`config.mk`:
```
export PLATFORM = sky130hd
export DESIGN_NAME = apu_pulse_seq
export DESIGN_NICKNAME = d
export VERILOG_FILES = /design/src/rtl/apu_pulse_seq.sv
export SDC_FILE = /design/constraint.sdc
export NUM_CORES = 1
export LEC_CHECK = 0
export ABC_CLOCK_PERIOD_IN_PS = 2200
export CAP_MARGIN = 15
export CORE_ASPECT_RATIO = 0.75
export CORE_MARGIN = 2
export CORE_UTILIZATION = 50
export CTS_CLUSTER_SIZE = 40
export DETAILED_ROUTE_END_ITERATION = 16
export GPL_TIMING_DRIVEN = 0
export PLACE_DENSITY = 0.75
export SYNTH_ARGS = -nofsm -noshare
export SYNTH_HDL_FRONTEND = slang
export SYNTH_SLANG_ARGS = --single-unit
```
`constraint.sdc`:
```
create_clock -name clk -period 2.2 [get_ports clk]
set_clock_uncertainty 0.2 [all_clocks]
set_input_delay 0.22 -clock clk [delete_from_list [all_inputs] [get_ports clk]]
set_output_delay 0.22 -clock clk [all_outputs]
set_load 0.02 [all_outputs]
```
`src/rtl/apu_pulse_seq.sv`:
```
// Purpose: APU pulse-channel waveform stage (duty sequencer, envelope, length counter, output gate).
// Latency: register writes and strobes update state on the next clk edge; out/active follow one edge later.
// Backpressure: none; every strobe and write is consumed in the cycle it is presented.
//
// Ports:
//   clk, n_reset          APU clock, asynchronous active-low reset
//   wr, addr, data        channel register write (addr 0 = duty/envelope, addr 3 = length/restart)
//   en                    channel enable; low forces the length counter to zero
//   timer_tick            period-timer reload strobe, advances the duty step
//   qframe, hframe        quarter/half frame strobes, clock envelope and length counter
//   mute                  sweep-unit mute
//   out                   4-bit channel sample (registered)
//   active                length counter non-zero (registered)
module apu_pulse_seq (
    input  logic       clk,
    input  logic       n_reset,
    input  logic       wr,
    input  logic [1:0] addr,
    input  logic [7:0] data,
    input  logic       en,
    input  logic       timer_tick,
    input  logic       qframe,
    input  logic       hframe,
    input  logic       mute,
    output logic [3:0] out,
    output logic       active
);

    // Length table, indexed by data[7:3] of a register-3 write.
    function automatic logic [7:0] len_lut(input logic [4:0] idx);
        logic [7:0] v;
        case (idx)
            5'd0:  v = 8'd10;
            5'd1:  v = 8'd254;
            5'd2:  v = 8'd20;
            5'd3:  v = 8'd2;
            5'd4:  v = 8'd40;
            5'd5:  v = 8'd4;
            5'd6:  v = 8'd80;
            5'd7:  v = 8'd6;
            5'd8:  v = 8'd160;
            5'd9:  v = 8'd8;
            5'd10: v = 8'd60;
            5'd11: v = 8'd10;
            5'd12: v = 8'd14;
            5'd13: v = 8'd12;
            5'd14: v = 8'd26;
            5'd15: v = 8'd14;
            5'd16: v = 8'd12;
            5'd17: v = 8'd16;
            5'd18: v = 8'd24;
            5'd19: v = 8'd18;
            5'd20: v = 8'd48;
            5'd21: v = 8'd20;
            5'd22: v = 8'd96;
            5'd23: v = 8'd22;
            5'd24: v = 8'd192;
            5'd25: v = 8'd24;
            5'd26: v = 8'd72;
            5'd27: v = 8'd26;
            5'd28: v = 8'd16;
            5'd29: v = 8'd28;
            5'd30: v = 8'd32;
            default: v = 8'd30;
        endcase
        return v;
    endfunction

    // Duty patterns; bit n of the pattern is the waveform level at step n.
    function automatic logic seq_bit(input logic [1:0] duty, input logic [2:0] step);
        logic [7:0] pat;
        case (duty)
            2'd0:    pat = 8'b0000_0010;
            2'd1:    pat = 8'b0000_0110;
            2'd2:    pat = 8'b0001_1110;
            default: pat = 8'b1111_1001;
        endcase
        return pat[step];
    endfunction

    // Register file (reg 0)
    logic [1:0] duty_q,  duty_d;
    logic       halt_q,  halt_d;
    logic       cnst_q,  cnst_d;
    logic [3:0] vol_q,   vol_d;

    // Sequencer, envelope and length state
    logic [2:0] step_q,      step_d;
    logic       env_start_q, env_start_d;
    logic [3:0] decay_q,     decay_d;
    logic [3:0] div_q,       div_d;
    logic [7:0] len_q,       len_d;

    // Output stage
    logic       mute_q,   mute_d;
    logic [3:0] out_q,    out_d;
    logic       active_q, active_d;

    logic       wr_reg0;
    logic       wr_reg3;
    logic [3:0] volume;

    assign wr_reg0 = wr && (addr == 2'd0);
    assign wr_reg3 = wr && (addr == 2'd3);

    // Register 0 fields.
    always_comb begin
        duty_d = duty_q;
        halt_d = halt_q;
        cnst_d = cnst_q;
        vol_d  = vol_q;
        if (wr_reg0) begin
            duty_d = data[7:6];
            halt_d = data[5];
            cnst_d = data[4];
            vol_d  = data[3:0];
        end
    end

    // Duty step: a restart write overrides a coincident timer tick.
    always_comb begin
        step_d = step_q;
        if (wr_reg3) begin
            step_d = 3'd0;
        end else if (timer_tick) begin
            step_d = step_q + 3'd1;
        end
    end

    // Envelope. All decisions use the pre-write register values, so a reg 0
    // write in the same cycle as qframe reloads the divider from the old vol,
    // and a reg 3 write sets env_start only after this cycle's qframe used it.
    always_comb begin
        env_start_d = env_start_q;
        decay_d     = decay_q;
        div_d       = div_q;
        if (qframe) begin
            if (env_start_q) begin
                env_start_d = 1'b0;
                decay_d     = 4'd15;
                div_d       = vol_q;
            end else if (div_q == 4'd0) begin
                div_d = vol_q;
                if (decay_q != 4'd0) begin
                    decay_d = decay_q - 4'd1;
                end else if (halt_q) begin
                    decay_d = 4'd15;
                end
            end else begin
                div_d = div_q - 4'd1;
            end
        end
        if (wr_reg3) begin
            env_start_d = 1'b1;
        end
    end

    // Length counter. Priority, lowest to highest: hframe decrement, reload
    // from a reg 3 write, forced clear while the channel is disabled.
    always_comb begin
        len_d = len_q;
        if (hframe && (len_q != 8'd0) && !halt_q) begin
            len_d = len_q - 8'd1;
        end
        if (wr_reg3 && en) begin
            len_d = len_lut(data[7:3]);
        end
        if (!en) begin
            len_d = 8'd0;
        end
    end

    // Output stage. mute is staged like the other causes so that it, too,
    // reaches out two edges after it is presented.
    assign volume = cnst_q ? vol_q : decay_q;

    always_comb begin
        mute_d   = mute;
        active_d = (len_q != 8'd0);
        out_d    = 4'd0;
        if ((len_q != 8'd0) && seq_bit(duty_q, step_q) && !mute_q) begin
            out_d = volume;
        end
    end

    always_ff @(posedge clk or negedge n_reset) begin
        if (!n_reset) begin
            duty_q      <= 2'd0;
            halt_q      <= 1'b0;
            cnst_q      <= 1'b0;
            vol_q       <= 4'd0;
            step_q      <= 3'd0;
            env_start_q <= 1'b0;
            decay_q     <= 4'd0;
            div_q       <= 4'd0;
            len_q       <= 8'd0;
            mute_q      <= 1'b0;
            out_q       <= 4'd0;
            active_q    <= 1'b0;
        end else begin
            duty_q      <= duty_d;
            halt_q      <= halt_d;
            cnst_q      <= cnst_d;
            vol_q       <= vol_d;
            step_q      <= step_d;
            env_start_q <= env_start_d;
            decay_q     <= decay_d;
            div_q       <= div_d;
            len_q       <= len_d;
            mute_q      <= mute_d;
            out_q       <= out_d;
            active_q    <= active_d;
        end
    end

    assign out    = out_q;
    assign active = active_q;

endmodule

```
Yosys cells after proc, flatten, opt, wreduce, memory -nomap -nowiden
Memories as Yosys holds them, arrays and structs flattened. Index checks and enable logic that the tools add are counted.

Bits in registers: 34. Memory bits (read-only): 224. Input port bits: 18. Output and inout port bits: 5. Word-level logic and storage cells: 59. Memories kept: 1.

Memories: (no name shown) (words 32, bits a word 7, read ports 1, clocked after Yosys merged registers in 0, wr ports 0, line 32) `case (idx)`.

Add/subtract/negate cells: 4. Order comparisons: 1. Equal/unequal tests: 4. Muxes and demuxes: 18. Reductions and logical operators: 19.

Operators by type and width (number): $mux W4 (8); $mux W8 (3); $pmux W8 S3 (1); $reduce_bool A8 Y1 (1); $sub A4 B1 Y4 const B (2); $sub A8 B1 Y8 const B (1); $logic_and A1 B1 Y1 (7); $mux W3 (2); $reduce_bool A2 Y1 (3); $eq A2 B2 Y1 const B (2); $logic_not A2 Y1 (2); $logic_not A4 Y1 (1); $lt A3 B4 Y1 const B (1); $reduce_bool A4 Y1 (1); $add A3 B1 Y3 const B (1); $bmux W1 S3 (1); $mux W1 (3); $ne A3 B1 Y1 const B (1); $reduce_and A3 Y1 (1); $reduce_bool A3 Y1 (1); $eq A2 B1 Y1 const B (1); $logic_not A1 Y1 (2).

Longest topological paths before layout
Word-level depth: 7. Gate-level depth with buffers: 7. Depth with buffers taken out: 6.

Worst setup path before layout
Ideal clock, no wire load.

Kind: register to register. Start point: register len_q[0]. End point: register len_q[3]. Library setup time: 124 ps. Arrival: 1830 ps. Required time: 1876 ps. Setup slack: 46 ps. Stages on the path, launching flop included: 8. Buffers on the path: 1. Period minus slack after synthesis: 2154 ps. Path through: dfrtp_1 > inv_1 > ha_1 > or4b_1 > buf_2 > o21a_4 > a31o_1 > a211o_1.

Cells in the longest elaborated chain, start to end: 4. Elaborated cells between the ends (all ways): 8. Those cells by class: add/sub (1); eq/ne (1); mux (3); reduce/logical (3).

Ends and longest elaborated chain: from (decl) (line 92) `logic [7:0] len_q, len_d;`; from (signal assigned) (line 209) `len_q <= len_d;`; $sub A8 B1 Y8 / $reduce_bool A8 Y1 (equally long branches) (line 163, 162); $mux W8 / $logic_and A1 B1 Y1 (equally long branches) (line 162) `if (hframe && (len_q != 8'd0) && !halt_q) begin`; $mux W8 / $logic_and A1 B1 Y1 (equally long branches) (line 165, 162); $mux W8 / $ne A3 B1 Y1 (equally long branches).

Parallel ways exist; a longest one is shown, timed or not. The select of a mux whose other input is x is not followed. A chain may end at the register's enable or synchronous reset.

Worst setup path after layout
Same ends and word-level chain as after synthesis.

==> flow_summary.yaml <==
cells_and_area:
  utilization_pct: 63.7
  drive_gt1_share_pct: 12.8
  area_growth_pct: 21.4
  nFillCells: 347
  antenna_cells: 0
  finalNonFillerCells: 313
  final_nets: 289
placed_design:
  dp_hpwl_mm: 3.25
  gp_congestion: 0.852
  portBuffers: 21
  dp.cells: 300
power_and_ir_drop:
  power_frac_clock_pct: 19.7
  p_leak_nw: 1.11
  switching_power_mw: 0.929
  cellInternalPower_mw: 1.56
  power.density_nw_per_um2: 951
  swShare_pct: 37.4
  pwr-share-seq_pct: 40.2
  total_power_mw: 2.49
  combinationalPowerShare_pct: 40.2
  vdd_ir_drop_max_mv: 0.478
timing:
  maxSlewViolCount: 0
  setup_viol: 0
  min_period_ns: 2.13
  fmax_ghz: 0.468
  worst_slew_margin_rel_pct: 50.8
  min_period_over_period_pct: 97.0
  holdWs_ns: 0.173
  hold_viol: 0
  max_slew.worst_pin.slew_ns: 0.735
worst_setup_path:
  reg2reg_slack_ns: 0.07
  crit_type: "reg -> reg"
  crit_slowest_cell: "or4b_4"
  path_cells: "inv_2, ha_4, or4b_4, o21a_4, a31o_1, a211o_1"
  timing.critical_path.arrival_ns: 2.11
  critical_path.startpoint_type: "flop"
  cp.required_ns: 2.18
  slowest_delay_ns: 0.51
  crit_fanout: 7
  worstSetupEndpointType: "flop"
clocking:
  cts.sinks: 34
  cts_tree: "yes"
  cts_buffers: 5
  clkTransAtPathRegs_ns: 0.08
  cts_max_level: 2
  clk_path_buf_depth: 2
  clkLatencyLatePin_ns: 0.29
  cts-root-buf: "clkbuf_8"
synth:
  synth_cell_types: 49
  synth_area_sq_um: 2150
  synth_fp_nets: 256
  synth_edf_count: 0
  ys_warn_count: 0
  synthFlopType: "dfrtp_1"
  async_flop_share_pct: 100
  synth-seq-area-share_pct: 39.5
  synth_area_per_cell_sq_um: 9.61
  ys_ff_latch: 34
  synth_cells: 224
run_status:
  status: "finished clean"
die:
  die_h_um: 60.8
  ios: 23
  dieArea_sq_um: 4850
  initial_core_util_pct: 52.5
  rows: 20
  core_sq_um: 4100
  die_x_um: 79.8
route:
  drt-total-wl_mm: 4.53
  ant_nets: 0
  dr.pass1.iters: 4
  drc: 0
  vias: 1739
  wl_per_cell_um: 14.5
  vias_per_cell: 5.56
  drt-initial-drc-count: 124
grt:
  grt.total_usage_pct: 21.3
  antenna_found_initial: 0
  grt_pass1_wl_mm: 7.76
  grt_remaining_overflow: 0
  grt_pass1_vias: 1614
  grt_max_degree: 35
hold_path:
  worstHoldPathType: "in -> reg"
job:
  maxCapViolations: 0
==> kinds of logic (layout without fill, tap and decap cells) <==
group	Yosys count	in the layout	share of synthesized area (%)
fa+ha+maj	14	14	8.13
flops	34	34	39.5
compound gates	57	57	18.9
mux	15	15	7.44
buf+inv	25	59	4.42
xor+xnor	8	8	3.25
simple gates	71	71	18.3
==> worst max-delay path, delay by kind of cell, from the launching register on <==
kind                       cells  cell delay [ns]
adders and majority gates      1             0.13
buffers and inverters          1             0.09
DFF                            1             0.39
AOI/OAI and AO/OA              3             0.70
and+or+nand+nor                1             0.51
==> power by group through the flow <==
stage               sequential (mW)  clock (mW)  combinational [mW]
floorplan                     0.994           0               0.649
global placement              0.995           0               0.902
detailed placement             1.00           0               0.923
CTS                           0.991       0.497               0.987
global route                   1.03       0.535                1.13
finish                        0.999       0.489               0.999
==> cell usage in the layout (no fill, tap or decap), types with 6 or more instances in the layout <==
| cell | synthesis | final |
|---|---|---|
| a21oi_1 | 11 | 11 |
| clkbuf_1 | 8 | 8 |
| clkbuf_8 | 0 | 6 |
| clkdlybuf4s50_1 | 0 | 19 |
| dfrtp_1 | 34 | 34 |
| ha_1 | 14 | 13 |
| inv_1 | 15 | 13 |
| mux2_2 | 7 | 7 |
| mux2i_1 | 7 | 7 |
| nand2_1 | 9 | 9 |
| nand2b_1 | 6 | 6 |
| nor2_1 | 18 | 18 |
| nor3_1 | 8 | 7 |
| o21ai_0 | 11 | 11 |
| xor2_1 | 6 | 6 |
==> synthesized netlist by cell type (all sizes together), types with 7 or more instances <==
| cell | number | area share [%] |
|---|---|---|
| mux2i | 7 | 3.3 |
| dfrtp | 34 | 40 |
| nand2 | 9 | 1.6 |
| clkbuf | 8 | 1.4 |
| nor3 | 8 | 1.9 |
| nor2 | 18 | 3.1 |
| ha | 14 | 8.1 |
| a21oi | 11 | 2.6 |
| inv | 15 | 2.6 |
| o21ai | 11 | 2.6 |
| mux2 | 8 | 4.2 |
==> worst paths after layout <==
path,startpoint,to,cells after the start
worst max-delay path,len_q[0],len_q[3],6
worst min-delay path,mute,mute_q,1
worst max register to register,len_q[0],len_q[3],6
worst min register to register,div_q[1],div_q[1],1
max in group asynchronous,n_reset,decay_q[3],2
min in group asynchronous,n_reset,len_q[0],2
==> state kept, by name (all words and copies together) (netlist names), 2 cells and up <==
| signal | flops |
|---|---|
| out | 4 |
| decay_q | 4 |
| div_q | 4 |
| len_q | 8 |
| duty_q | 2 |
| step_q | 3 |
| vol_q | 4 |
==> final cells by class <==
cell class / count / area [sq um] / share of cell area [%]
buffer: 9 / 33.8 / 1.29
clock buffer: 6 / 82.6 / 3.16
multi-input combinational: 165 / 1250 / 48.0
inverter: 15 / 56.3 / 2.15
sequential: 34 / 851 / 32.5
clock inverter: 2 / 12.5 / 0.478
timing repair buffer: 27 / 255 / 9.76
tap: 55 / 68.8 / 2.63
==> repair_timing <==
action | CTS | global route
gates resized for setup | 7 | 6
hold buffers | 1 | 0
setup endpoints to repair | 6 | 8
hold endpoints to repair | 34 | 0
pin swaps | 1 | 2
setup buffers | 3 | 2
==> layer usage <==
| layer | up-vias | share of wire (%) | GRT usage, % | wire length (um) |
|---|---|---|---|---|
| met4 | 0 | 0.42 | 4.36 | 19 |
| met2 | 47 | 42 | 29.2 | 1920 |
| li1 | 888 | - | - | - |
| met5 | - | 0 | 0 | 0 |
| met1 | 802 | 52 | 32.9 | 2360 |
| met3 | 2 | 5.1 | 6.85 | 230 |
==> through the flow <==
step	worst slack, ns	area, sq um	TNS, ns
floorplan	0.0462	2150	0
global placement	-0.178	2430	-0.788
detailed placement	-0.205	2430	-1.06
CTS	0.0104	2580	0
global route	-0.000248	2620	-0.000248
finish	0.0651	2620	0
Power figures use the tool's default switching activity.
